<file path="config.mk">
export PLATFORM = sky130hd
export DESIGN_NAME = vga_layer_scheduler_flat
export DESIGN_NICKNAME = d
export VERILOG_FILES = /design/src/rtl/vga_pkg.sv /design/src/rtl/vga_layer_scheduler_if.sv /design/src/rtl/vga_timing_gen.sv /design/src/rtl/vga_layer_scheduler.sv /design/src/flat_wrapper.sv
export SDC_FILE = /design/constraint.sdc
export NUM_CORES = 1
export LEC_CHECK = 0
export ABC_AREA = 1
export BUFFER_PORTS_ARGS = -buffer_cell sky130_fd_sc_hd__buf_4
export CAP_MARGIN = 20
export CORE_AREA = 2 2 68 70
export DETAILED_ROUTE_END_ITERATION = 7
export DIE_AREA = 0 0 70 72
export PLACE_DENSITY = 0.88
export SLEW_MARGIN = 20
export SYNTH_ARGS = -nofsm -noshare
export SYNTH_HDL_FRONTEND = slang
export SYNTH_HIERARCHICAL = 1
export SYNTH_SLANG_ARGS = --single-unit
</file>
<file path="constraint.sdc">
create_clock -name clock -period 3.1 [get_ports clock]
set_input_delay 0.155 -clock clock [delete_from_list [all_inputs] [get_ports clock]]
set_output_delay 0.155 -clock clock [all_outputs]
set_load 0.05 [all_outputs]
</file>
<file path="src/rtl/vga_pkg.sv">
// Shared timing constants, pixel type and helpers for the
// layered VGA display pipeline.
package vga_pkg;

    localparam int H_ACTIVE = 640;
    localparam int H_FP     = 16;
    localparam int H_SYNC   = 96;
    localparam int H_BP     = 48;
    localparam int H_TOTAL  = H_ACTIVE + H_FP + H_SYNC + H_BP;

    localparam int V_ACTIVE = 480;
    localparam int V_FP     = 10;
    localparam int V_SYNC   = 2;
    localparam int V_BP     = 33;
    localparam int V_TOTAL  = V_ACTIVE + V_FP + V_SYNC + V_BP;

    localparam int R_W = 3;
    localparam int G_W = 3;
    localparam int B_W = 2;

    typedef struct packed {
        logic [R_W-1:0] r;
        logic [G_W-1:0] g;
        logic [B_W-1:0] b;
    } rgb332_t;

    typedef enum logic {
        TG_IDLE,
        TG_RUN
    } tg_state_t;

    function automatic int clog2(input int v);
        int r;
        r = 0;
        for (int i = 0; i < 31; i++) begin
            if ((1 << i) < v) r = i + 1;
        end
        return r;
    endfunction

endpackage

</file>
<file path="src/rtl/vga_layer_scheduler_if.sv">
// Bus between the scheduler and its pixel-layer generators:
// counters out to the layers, per-layer pixels and claims back.
interface vga_layer_scheduler_if #(
    parameter int NUM_LAYERS = 4
);

    logic [9:0]              hcount;
    logic [9:0]              vcount;
    logic                    enable;
    logic                    frame_start;
    logic [3*NUM_LAYERS-1:0] layer_red;
    logic [3*NUM_LAYERS-1:0] layer_green;
    logic [2*NUM_LAYERS-1:0] layer_blue;
    logic [NUM_LAYERS-1:0]   layer_valid;

    modport master (
        output hcount, vcount, enable, frame_start,
        input  layer_red, layer_green, layer_blue, layer_valid
    );

    modport slave (
        input  hcount, vcount, enable, frame_start,
        output layer_red, layer_green, layer_blue, layer_valid
    );

endinterface

</file>
<file path="src/rtl/vga_timing_gen.sv">
// Raster counters, active-area enable, raw syncs and the
// frame-start pulse for the layer pipeline.
module vga_timing_gen #(
    parameter int H_ACTIVE = vga_pkg::H_ACTIVE,
    parameter int H_FP     = vga_pkg::H_FP,
    parameter int H_SYNC   = vga_pkg::H_SYNC,
    parameter int H_BP     = vga_pkg::H_BP,
    parameter int V_ACTIVE = vga_pkg::V_ACTIVE,
    parameter int V_FP     = vga_pkg::V_FP,
    parameter int V_SYNC   = vga_pkg::V_SYNC,
    parameter int V_BP     = vga_pkg::V_BP
) (
    input  logic       clock,
    input  logic       reset_n,
    output logic [9:0] hcount,
    output logic [9:0] vcount,
    output logic       enable,
    output logic       frame_start,
    output logic       hsync_raw,
    output logic       vsync_raw
);

    import vga_pkg::*;

    localparam int HTOT   = H_ACTIVE + H_FP + H_SYNC + H_BP;
    localparam int VTOT   = V_ACTIVE + V_FP + V_SYNC + V_BP;
    localparam int HS_BEG = H_ACTIVE + H_FP;
    localparam int HS_END = H_ACTIVE + H_FP + H_SYNC - 1;
    localparam int VS_BEG = V_ACTIVE + V_FP;
    localparam int VS_END = V_ACTIVE + V_FP + V_SYNC - 1;

    tg_state_t  state_q;
    tg_state_t  state_d;
    logic [9:0] h_next;
    logic [9:0] v_next;
    logic       run;

    always_ff @(posedge clock or negedge reset_n) begin
        if (!reset_n) begin
            state_q <= TG_IDLE;
            hcount  <= '0;
            vcount  <= '0;
        end else begin
            state_q <= state_d;
            hcount  <= h_next;
            vcount  <= v_next;
        end
    end

    // The first clock after reset only arms the raster so that
    // (0,0) is presented, with frame_start, for one full cycle.
    always_comb begin
        state_d = state_q;
        h_next  = hcount;
        v_next  = vcount;
        run     = 1'b0;
        case (state_q)
            TG_IDLE: begin
                state_d = TG_RUN;
            end
            TG_RUN: begin
                run = 1'b1;
                if (hcount == 10'(HTOT - 1)) begin
                    h_next = '0;
                    if (vcount == 10'(VTOT - 1)) v_next = '0;
                    else                         v_next = vcount + 10'd1;
                end else begin
                    h_next = hcount + 10'd1;
                end
            end
            default: state_d = TG_IDLE;
        endcase
    end

    assign enable = run
        && (hcount < 10'(H_ACTIVE))
        && (vcount < 10'(V_ACTIVE));

    assign frame_start = run
        && (hcount == '0)
        && (vcount == '0);

    assign hsync_raw = !(run
        && (hcount >= 10'(HS_BEG))
        && (hcount <= 10'(HS_END)));

    assign vsync_raw = !(run
        && (vcount >= 10'(VS_BEG))
        && (vcount <= 10'(VS_END)));

endmodule

</file>
<file path="src/rtl/vga_layer_scheduler.sv">
// Drives the raster to all layers, aligns control with their
// registered pixels and composites the highest-priority claim.
module vga_layer_scheduler #(
    parameter int NUM_LAYERS = 4,
    parameter int H_ACTIVE   = vga_pkg::H_ACTIVE,
    parameter int H_FP       = vga_pkg::H_FP,
    parameter int H_SYNC     = vga_pkg::H_SYNC,
    parameter int H_BP       = vga_pkg::H_BP,
    parameter int V_ACTIVE   = vga_pkg::V_ACTIVE,
    parameter int V_FP       = vga_pkg::V_FP,
    parameter int V_SYNC     = vga_pkg::V_SYNC,
    parameter int V_BP       = vga_pkg::V_BP,
    parameter int LAYER_LAT  = 1,
    localparam int LW = (NUM_LAYERS > 1)
        ? vga_pkg::clog2(NUM_LAYERS) : 1
) (
    input  logic                  clock,
    input  logic                  reset_n,
    input  logic [NUM_LAYERS-1:0] layer_en_mask,
    vga_layer_scheduler_if.master bus,
    output logic [2:0]            vga_red,
    output logic [2:0]            vga_green,
    output logic [1:0]            vga_blue,
    output logic                  vga_hsync,
    output logic                  vga_vsync,
    output logic [LW-1:0]         active_layer
);

    import vga_pkg::*;

    localparam int PW = LAYER_LAT * NUM_LAYERS;

    logic [9:0] hcount;
    logic [9:0] vcount;
    logic       enable;
    logic       frame_start;
    logic       hsync_raw;
    logic       vsync_raw;

    vga_timing_gen #(
        .H_ACTIVE (H_ACTIVE),
        .H_FP     (H_FP),
        .H_SYNC   (H_SYNC),
        .H_BP     (H_BP),
        .V_ACTIVE (V_ACTIVE),
        .V_FP     (V_FP),
        .V_SYNC   (V_SYNC),
        .V_BP     (V_BP)
    ) u_timing (
        .clock       (clock),
        .reset_n     (reset_n),
        .hcount      (hcount),
        .vcount      (vcount),
        .enable      (enable),
        .frame_start (frame_start),
        .hsync_raw   (hsync_raw),
        .vsync_raw   (vsync_raw)
    );

    assign bus.hcount      = hcount;
    assign bus.vcount      = vcount;
    assign bus.enable      = enable;
    assign bus.frame_start = frame_start;

    logic [NUM_LAYERS-1:0] shadow_q;
    logic [NUM_LAYERS-1:0] mask_now;
    logic [LAYER_LAT-1:0]  en_p;
    logic [LAYER_LAT-1:0]  hs_p;
    logic [LAYER_LAT-1:0]  vs_p;
    logic [LAYER_LAT-1:0][NUM_LAYERS-1:0] mask_p;

    // Pixel (0,0) already uses the mask sampled at frame_start.
    assign mask_now = frame_start ? layer_en_mask : shadow_q;

    always_ff @(posedge clock or negedge reset_n) begin
        if (!reset_n) begin
            shadow_q <= '1;
            en_p     <= '0;
            hs_p     <= '1;
            vs_p     <= '1;
            mask_p   <= '1;
        end else begin
            shadow_q <= mask_now;
            en_p     <= LAYER_LAT'({en_p, enable});
            hs_p     <= LAYER_LAT'({hs_p, hsync_raw});
            vs_p     <= LAYER_LAT'({vs_p, vsync_raw});
            mask_p   <= PW'({mask_p, mask_now});
        end
    end

    logic                  en_a;
    logic [NUM_LAYERS-1:0] mask_a;
    rgb332_t               pick;
    logic [LW-1:0]         win;

    assign en_a   = en_p[LAYER_LAT-1];
    assign mask_a = mask_p[LAYER_LAT-1];

    always_comb begin
        pick = '0;
        win  = '0;
        if (mask_a[0]) begin
            pick = {bus.layer_red[2:0],
                    bus.layer_green[2:0],
                    bus.layer_blue[1:0]};
        end
        for (int i = 1; i < NUM_LAYERS; i++) begin
            if (bus.layer_valid[i] && mask_a[i]) begin
                pick = {bus.layer_red[R_W*i +: R_W],
                        bus.layer_green[G_W*i +: G_W],
                        bus.layer_blue[B_W*i +: B_W]};
                win  = LW'(i);
            end
        end
        if (!en_a) begin
            pick = '0;
            win  = '0;
        end
    end

    // The background never claims; its flag is not consulted.
    logic unused_valid0;
    assign unused_valid0 = bus.layer_valid[0];

    rgb332_t       rgb_q;
    logic [LW-1:0] act_q;
    logic          hs_q;
    logic          vs_q;

    always_ff @(posedge clock or negedge reset_n) begin
        if (!reset_n) begin
            rgb_q <= '0;
            act_q <= '0;
            hs_q  <= 1'b1;
            vs_q  <= 1'b1;
        end else begin
            rgb_q <= pick;
            act_q <= win;
            hs_q  <= hs_p[LAYER_LAT-1];
            vs_q  <= vs_p[LAYER_LAT-1];
        end
    end

    assign vga_red      = rgb_q.r;
    assign vga_green    = rgb_q.g;
    assign vga_blue     = rgb_q.b;
    assign vga_hsync    = hs_q;
    assign vga_vsync    = vs_q;
    assign active_layer = act_q;

endmodule

</file>
<file path="src/flat_wrapper.sv">
// flat-port wrapper written by rule: the top's interface ports become plain ports
module vga_layer_scheduler_flat import vga_pkg::*;
#(
    parameter int NUM_LAYERS = 4,
    parameter int H_ACTIVE   = vga_pkg::H_ACTIVE,
    parameter int H_FP       = vga_pkg::H_FP,
    parameter int H_SYNC     = vga_pkg::H_SYNC,
    parameter int H_BP       = vga_pkg::H_BP,
    parameter int V_ACTIVE   = vga_pkg::V_ACTIVE,
    parameter int V_FP       = vga_pkg::V_FP,
    parameter int V_SYNC     = vga_pkg::V_SYNC,
    parameter int V_BP       = vga_pkg::V_BP,
    parameter int LAYER_LAT  = 1,
    localparam int LW = (NUM_LAYERS > 1)
        ? vga_pkg::clog2(NUM_LAYERS) : 1
)
  (clock, reset_n, layer_en_mask, vga_red, vga_green, vga_blue, vga_hsync, vga_vsync, active_layer, bus_hcount, bus_vcount, bus_enable, bus_frame_start, bus_layer_red, bus_layer_green, bus_layer_blue, bus_layer_valid);
  vga_layer_scheduler_if #(.NUM_LAYERS(NUM_LAYERS)) bus_i ();
  input  logic clock;
  input  logic reset_n;
  input  logic [NUM_LAYERS-1:0] layer_en_mask;
  output logic [2:0] vga_red;
  output logic [2:0] vga_green;
  output logic [1:0] vga_blue;
  output logic vga_hsync;
  output logic vga_vsync;
  output logic [LW-1:0] active_layer;
  output wire logic [$bits(bus_i.hcount)-1:0] bus_hcount;
  output wire logic [$bits(bus_i.vcount)-1:0] bus_vcount;
  output wire logic [$bits(bus_i.enable)-1:0] bus_enable;
  output wire logic [$bits(bus_i.frame_start)-1:0] bus_frame_start;
  input wire logic [$bits(bus_i.layer_red)-1:0] bus_layer_red;
  input wire logic [$bits(bus_i.layer_green)-1:0] bus_layer_green;
  input wire logic [$bits(bus_i.layer_blue)-1:0] bus_layer_blue;
  input wire logic [$bits(bus_i.layer_valid)-1:0] bus_layer_valid;
  assign bus_hcount = bus_i.hcount;
  assign bus_vcount = bus_i.vcount;
  assign bus_enable = bus_i.enable;
  assign bus_frame_start = bus_i.frame_start;
  assign bus_i.layer_red = bus_layer_red;
  assign bus_i.layer_green = bus_layer_green;
  assign bus_i.layer_blue = bus_layer_blue;
  assign bus_i.layer_valid = bus_layer_valid;
  vga_layer_scheduler #(.NUM_LAYERS(NUM_LAYERS), .H_ACTIVE(H_ACTIVE), .H_FP(H_FP), .H_SYNC(H_SYNC), .H_BP(H_BP), .V_ACTIVE(V_ACTIVE), .V_FP(V_FP), .V_SYNC(V_SYNC), .V_BP(V_BP), .LAYER_LAT(LAYER_LAT)) u_core (.clock(clock), .reset_n(reset_n), .layer_en_mask(layer_en_mask), .bus(bus_i), .vga_red(vga_red), .vga_green(vga_green), .vga_blue(vga_blue), .vga_hsync(vga_hsync), .vga_vsync(vga_vsync), .active_layer(active_layer));
endmodule
</file>
==> results of run 1 <==
-- routing by layer --
layer	track usage (%)	up-vias	share of wire [%]
li1	-	1078	-
met1	26.5	1009	40
met2	37.6	118	48
met3	6.53	10	10
met4	10.3	0	1.9
met5	0	-	0
-- flip-flops by register name, indices dropped and copies added, names as in the netlist, 2 cells and up --
signal                  cells
u_core/u_timing/vcount     10
u_core/vga_blue             2
u_core/active_layer         2
u_core/u_timing/hcount     10
u_core/mask_a               4
u_core/vga_red              3
u_core/vga_green            3
-- layout make-up --
class	instances	share of cell area [%]
clock buffer	6	2.47
clock inverter	2	1.19
inverter	39	4.98
multi-input combinational	211	35.5
sequential	40	34.4
tap	52	2.21
timing repair buffer	75	19.3
-- worst register-to-register path: cells and delay by family (launching register included) --
family,cells,cell delay [ps]
adders and majority gates,1,140
buffers and inverters,2,150
DFF,1,410
muxes,1,410
and+or+nand+nor,3,780
-- cells by family after synthesis --
| family | after synthesis | share of synthesized area (%) |
|---|---|---|
| compound gates | 27 | 5.98 |
| xor+xnor | 8 | 3.10 |
| mux | 4 | 1.99 |
| simple gates | 167 | 32.4 |
| buf+inv | 48 | 9.41 |
| other cells | 1 | 0.166 |
| fa+ha+maj | 4 | 2.21 |
| flops | 40 | 44.7 |
-- stage by stage --
| stage | hold slack, ps | cell area [sq um] |
|---|---|---|
| after detailed placement | 162 | 2820 |
| after CTS | 61.9 | 2940 |
| final | 79.6 | 2940 |
| after floorplan | -141 | 2270 |
| after global routing | 69.8 | 2940 |
| after global placement | 154 | 2820 |
-- cell usage after synthesis --
cell,instances
a21oi_1,10
buf_2,5
buf_4,1
buf_6,3
clkinv_1,1
conb_1,1
dfrtp_1,32
dfstp_2,8
ha_1,4
inv_1,37
inv_2,1
mux2_1,2
mux2_2,2
nand2_1,66
nand2_2,3
nand2_4,1
nand3_1,23
nand3_2,1
nand3b_1,2
nand4_1,4
nor2_1,54
nor2_2,5
nor2_4,1
nor3_1,3
nor3_2,1
nor4_1,3
o21ai_0,17
xnor2_1,2
xor2_1,6
-- path summary, 6_finish.rpt --
kind | slack [ps] | cells after the start | start | to
worst max register to register | 1140 | 7 | u_core/u_timing/vcount[1] | u_core/mask_a[0]
min in group asynchronous | 370 | 2 | reset_n | u_core/vga_red[1]
worst min-delay path | 80 | 2 | layer_en_mask[3] | u_core/mask_a[3]
worst max-delay path | 850 | 7 | u_core/u_timing/vcount[1] | bus_frame_start
worst min register to register | 360 | 0 | u_core/vs_p | u_core/vga_vsync
max in group asynchronous | 2360 | 2 | reset_n | u_core/vga_vsync
-- power by group --
part | switching, mW | total [mW] | internal [mW]
Clock | 0.180 | 0.419 | 0.239
Sequential | 0.109 | 0.752 | 0.643
Combinational | 0.534 | 0.790 | 0.256
Total | 0.823 | 1.96 | 1.14
-- what timing repair did --
item / in CTS / in global routing
setup buffers: 0 / 0
gates resized for setup: 0 / 0
hold buffers: 1 / 0
endpoints found under the hold margin: 32 / 0
==> run metrics, run 1 <==
status completed; Static Leak 1.57 nW; Avg WL per Cell 12.9 um; Fin. Hold Viols 0; CTS tree built; Final Cycle Share 72.6%; Final Setup Violations 0; Post-Synthesis Cells 299; Power Dens Cells 667 nW/um^2; PortBufs 74; Max VDD drop 0.520 mV; Ant. Diodes 0; share of layout cells above drive strength 1 28.2%; Mapped Avg Cell Area 7.56 sq um; crit path capture type output port; multi-input logic area 1040 sq um; share of the synthesized area in the top cell type 35.4%; most common cell after layout, fill and taps aside buf_4; maxcap violations 0; First DRT Iteration DRCs 91; Area contributors post-synth dfrtp_1, nand2_1, dfstp_2; largest net degree at the start of global routing 41; CP Buf/Inv Count 3; synthesis-to-layout area growth 30.0%; delay-heaviest family, CP simple AND/OR/NAND/NOR gates; startpoint types register; first-pass GRT wire length 9040 um; relative slew slack 54.6%; clk slew on worst S/H paths 80 ps; DR vias/cell 5.21; Remaining DRCs 0; arrival time worst endpoint 2090 ps; most used cell, CP inv_1; critical-path cell list inv_1 -> ha_1 -> inv_1 -> nor2_1 -> nand4_1 -> nor4_2 -> buf_4; clk_lat worst skew 290 ps; Final Core Density 68.9%; Yosys top cell by area dfrtp_1; die span in x 70 um; initial antenna violation count 0; number of global-route vias before repair 2,082; RSZ-0062 raised after global routing no; post-synthesis sequential area ratio 44.7%; detailed-route wire length 5490 um; via count 2,215; fin crit period 2250 ps; Setup CP Type reg2out; Hold Crit Class in2reg; Net Count, Synth 345; Max Clk Rate 445 MHz; Fin Setup TNS 0 ps; IO Pins 76; Seq cells post-synth 40; DIE HEIGHT 72 um; Final ANT Viol Nets 0; worst slew pin tran 675 ps; Non-Filler Instances 425; Final nets 418; first drt pass iteration count 5; CTS root buf clkbuf_8; slowest stage cell on the critical path nor4_2; clk sinks 40; FF/Latch Area 1010 sq um; fill count 352; Die ar. 5040 sq um; Pwr Total 1.96 mW; CP Data Required Time 2940 ps; Mapped Area 2260 sq um; CTS H-tree lvls 2; CTS buffer count 5; global route total overflow 0; setup ws final 851 ps; most frequent cells in the layout buf_4, nand2_1, nor2_1, inv_1, dfrtp_1; post-DP HPWL 3960 um; gpl congestion 0.911; Cell variety after synth 29; slowest cell delay on critical path 520 ps; Initial Util 53.0%; num rows 24; Setup Skew 6.52 ps; total track usage 22.3%; Placed Cells 416; core region area 4260 sq um; CP max FO 5; dpl ws 1110 ps; Clock Tree Buf Depth 2; YS warnings 6; Max Slew Vio Count 0
(Power assumes the default switching activity.)
==> inputs of run 2 (changes only) <==
--- a/config.mk
+++ b/config.mk
@@ -8,10 +8,10 @@
 export ABC_AREA = 1
 export BUFFER_PORTS_ARGS = -buffer_cell sky130_fd_sc_hd__buf_4
 export CAP_MARGIN = 20
-export CORE_AREA = 2 2 68 70
+export CORE_AREA = 2 2 71 73
 export DETAILED_ROUTE_END_ITERATION = 7
-export DIE_AREA = 0 0 70 72
-export PLACE_DENSITY = 0.88
+export DIE_AREA = 0 0 73 75
+export PLACE_DENSITY = 0.82
 export SLEW_MARGIN = 20
 export SYNTH_ARGS = -nofsm -noshare
 export SYNTH_HDL_FRONTEND = slang
==> constraint.sdc (replaced) <==
create_clock -name clock -period 2.15 [get_ports clock]
set_input_delay 0.1075 -clock clock [delete_from_list [all_inputs] [get_ports clock]]
set_output_delay 0.1075 -clock clock [all_outputs]
set_load 0.05 [all_outputs]
==> run 2 against run 1 <==
Against the previous run: clock skew is 1.2 ps higher; largest cell class unchanged; critical endpoint unchanged; critical path type unchanged; clock power rose by 58%; cell count grew 0.94%; largest power group unchanged.
==> run metrics, run 2 (synthesized netlist as in run 1, its figures left out) <==
status completed (unchanged); startpoint types register (unchanged); Clock Tree Buf Depth 2 (unchanged); core region area 4660 sq um (was 4260 sq um); most frequent cells in the layout buf_4, nand2_1, nor2_1, inv_1, dfrtp_1 (unchanged); Fin. Hold Viols 0 (unchanged); PortBufs 74 (unchanged); Pwr Total 2.91 mW (was 1.96 mW); detailed-route wire length 5420 um (was 5490 um); switching portion of total power 40.7% (was 42.0%); First DRT Iteration DRCs 84 (was 91); flop-to-flop setup slack 390 ps (was 1140 ps); Placed Area 2880 sq um (was 2820 sq um); Reg power frac 37.4% (was 38.4%); Final Cycle Share 92.7%; CTS buffer count 5 (unchanged); Final ANT Viol Nets 0 (unchanged); num rows 25 (was 24); Max Slew Vio Count 0 (unchanged); Avg WL per Cell 12.6 um (was 12.9 um); most common cell after layout, fill and taps aside buf_4 (unchanged); CP Data Required Time 2040 ps (was 2940 ps); Static Leak 1.59 nW (was 1.57 nW); worst slew pin tran 508 ps (was 675 ps); Max VDD drop 0.940 mV (was 0.520 mV); maxcap violations 0 (unchanged); Max Clk Rate 502 MHz; Hold Crit Class in2reg (unchanged); Clk pwr share 22.7% (was 21.4%); gpl congestion 0.871 (was 0.911); post-DP HPWL 4050 um (was 3960 um); arrival time worst endpoint 1890 ps (was 2090 ps); global route total overflow 0 (unchanged); Setup CP Type reg2out (unchanged); IO Pins 76 (unchanged); fill count 405 (was 352); first-pass GRT wire length 8780 um (was 9040 um); initial antenna violation count 0 (unchanged); Final Setup Violations 0 (unchanged); clk_lat worst skew 290 ps (about the same); Remaining DRCs 0 (unchanged); relative slew slack 66.1% (was 54.6%); CP max FO 5 (unchanged); CTS H-tree lvls 2 (unchanged); CTS root buf clkbuf_8 (unchanged); total track usage 21.1% (was 22.3%); Final nets 420 (was 418); number of global-route vias before repair 2,019 (was 2,082); via count 2,140 (was 2,215); synthesis-to-layout area growth 33.4% (was 30.0%); Post-CTS Setup Repair Bufs 0 (unchanged); crit path capture type output port (unchanged); Die ar. 5480 sq um (was 5040 sq um); Power Dens Cells 965 nW/um^2 (was 667 nW/um^2); multi-input logic area 1080 sq um (was 1040 sq um); CTS tree built (unchanged); Setup Skew 7.69 ps (was 6.52 ps); clk sinks 40 (unchanged); Switching Power 1.18 mW (was 0.823 mW); RSZ-0062 raised after global routing no (unchanged); fin crit period 1990 ps; share of layout cells above drive strength 1 31.2% (was 28.2%); internal power 1.72 mW (was 1.14 mW); first drt pass iteration count 7 (was 5); DIE HEIGHT 75 um (was 72 um); largest net degree at the start of global routing 41 (unchanged); DR vias/cell 4.99 (was 5.21); Min Hold Slack 41.9 ps (was 79.6 ps); die span in x 73 um (was 70 um); slowest cell delay on critical path 450 ps (was 520 ps); slowest stage cell on the critical path nor4_4 (was nor4_2); critical-path cell list inv_1 -> ha_1 -> nand4_1 -> nor4_4 -> buf_4 (was inv_1 -> ha_1 -> inv_1 -> nor2_1 -> nand4_1 -> nor4_2 -> buf_4); FF/Latch Area 1010 sq um (about the same); combinational power share 39.9% (was 40.3%); final instance area 3010 sq um (was 2940 sq um); Final Core Density 64.7% (was 68.9%); Initial Util 48.5% (was 53.0%); Ant. Diodes 0 (unchanged); clk slew on worst S/H paths 80 ps (about the same)
## run 2: repair_timing
item	in CTS	in global routing
setup endpoints to repair	0	1
hold endpoints to repair	32	0
hold buffers	1	0
resized for setup	0	0
## run 2: area by class of cell
cell class | count | share of cell area (%)
Clock inverter | 1 | 0.996
Tap cell | 54 | 2.24
Sequential cell | 40 | 33.7
Inverter | 39 | 4.86
Multi-Input combinational cell | 211 | 35.8
Clock buffer | 7 | 3.20
Timing Repair Buffer | 77 | 19.3
## run 2: path summary, 6_finish.rpt
check	start	endpoint	cells after the start
hold reg to reg	u_core/hs_p	u_core/vga_hsync	0
setup reg to reg	u_core/u_timing/hcount[0]	u_core/mask_a[3]	5
hold / removal	layer_en_mask[2]	u_core/mask_a[2]	2
min in group asynchronous	reset_n	u_core/vga_green[1]	2
max in group asynchronous	reset_n	u_core/u_timing/vcount[0]	2
setup / recovery	u_core/u_timing/hcount[0]	bus_frame_start	5
## run 2: power groups by stage
| stage | Clock, mW | Sequential [mW] | Combinational, mW |
|---|---|---|---|
| after floorplan | 0 | 1.40 | 0.498 |
| after global placement | 0 | 1.10 | 1.13 |
| after detailed placement | 0 | 1.10 | 1.16 |
| after CTS | 0.685 | 1.09 | 1.16 |
| after global routing | 0.715 | 1.11 | 1.25 |
| final | 0.660 | 1.09 | 1.16 |
## run 2: metrics by stage
step,setup WS [ps],TNS [ps],std cells
5_1_grt,34.6,0,429
3_3_place_gp,364,0,420
4_1_cts,67.5,0,429
6_report,157,0,429
3_5_place_dp,320,0,420
2_1_floorplan,-94.7,-313,299
## run 2: critical path: cells and delay by family (launching register included)
family	cells	cell delay (ps)
simple gates	2	610
flops	1	410
buf+inv	2	400
fa+ha+maj	1	190
## run 2: metal layers
layer  routed length [um]  vias to the layer above  track usage [%]
met4                   56                        0             6.79
met2                 2700                       81             37.9
met5                    0                        -                0
met1                 2330                      976             24.9
li1                     -                     1079                -
met3                  335                        4             5.09
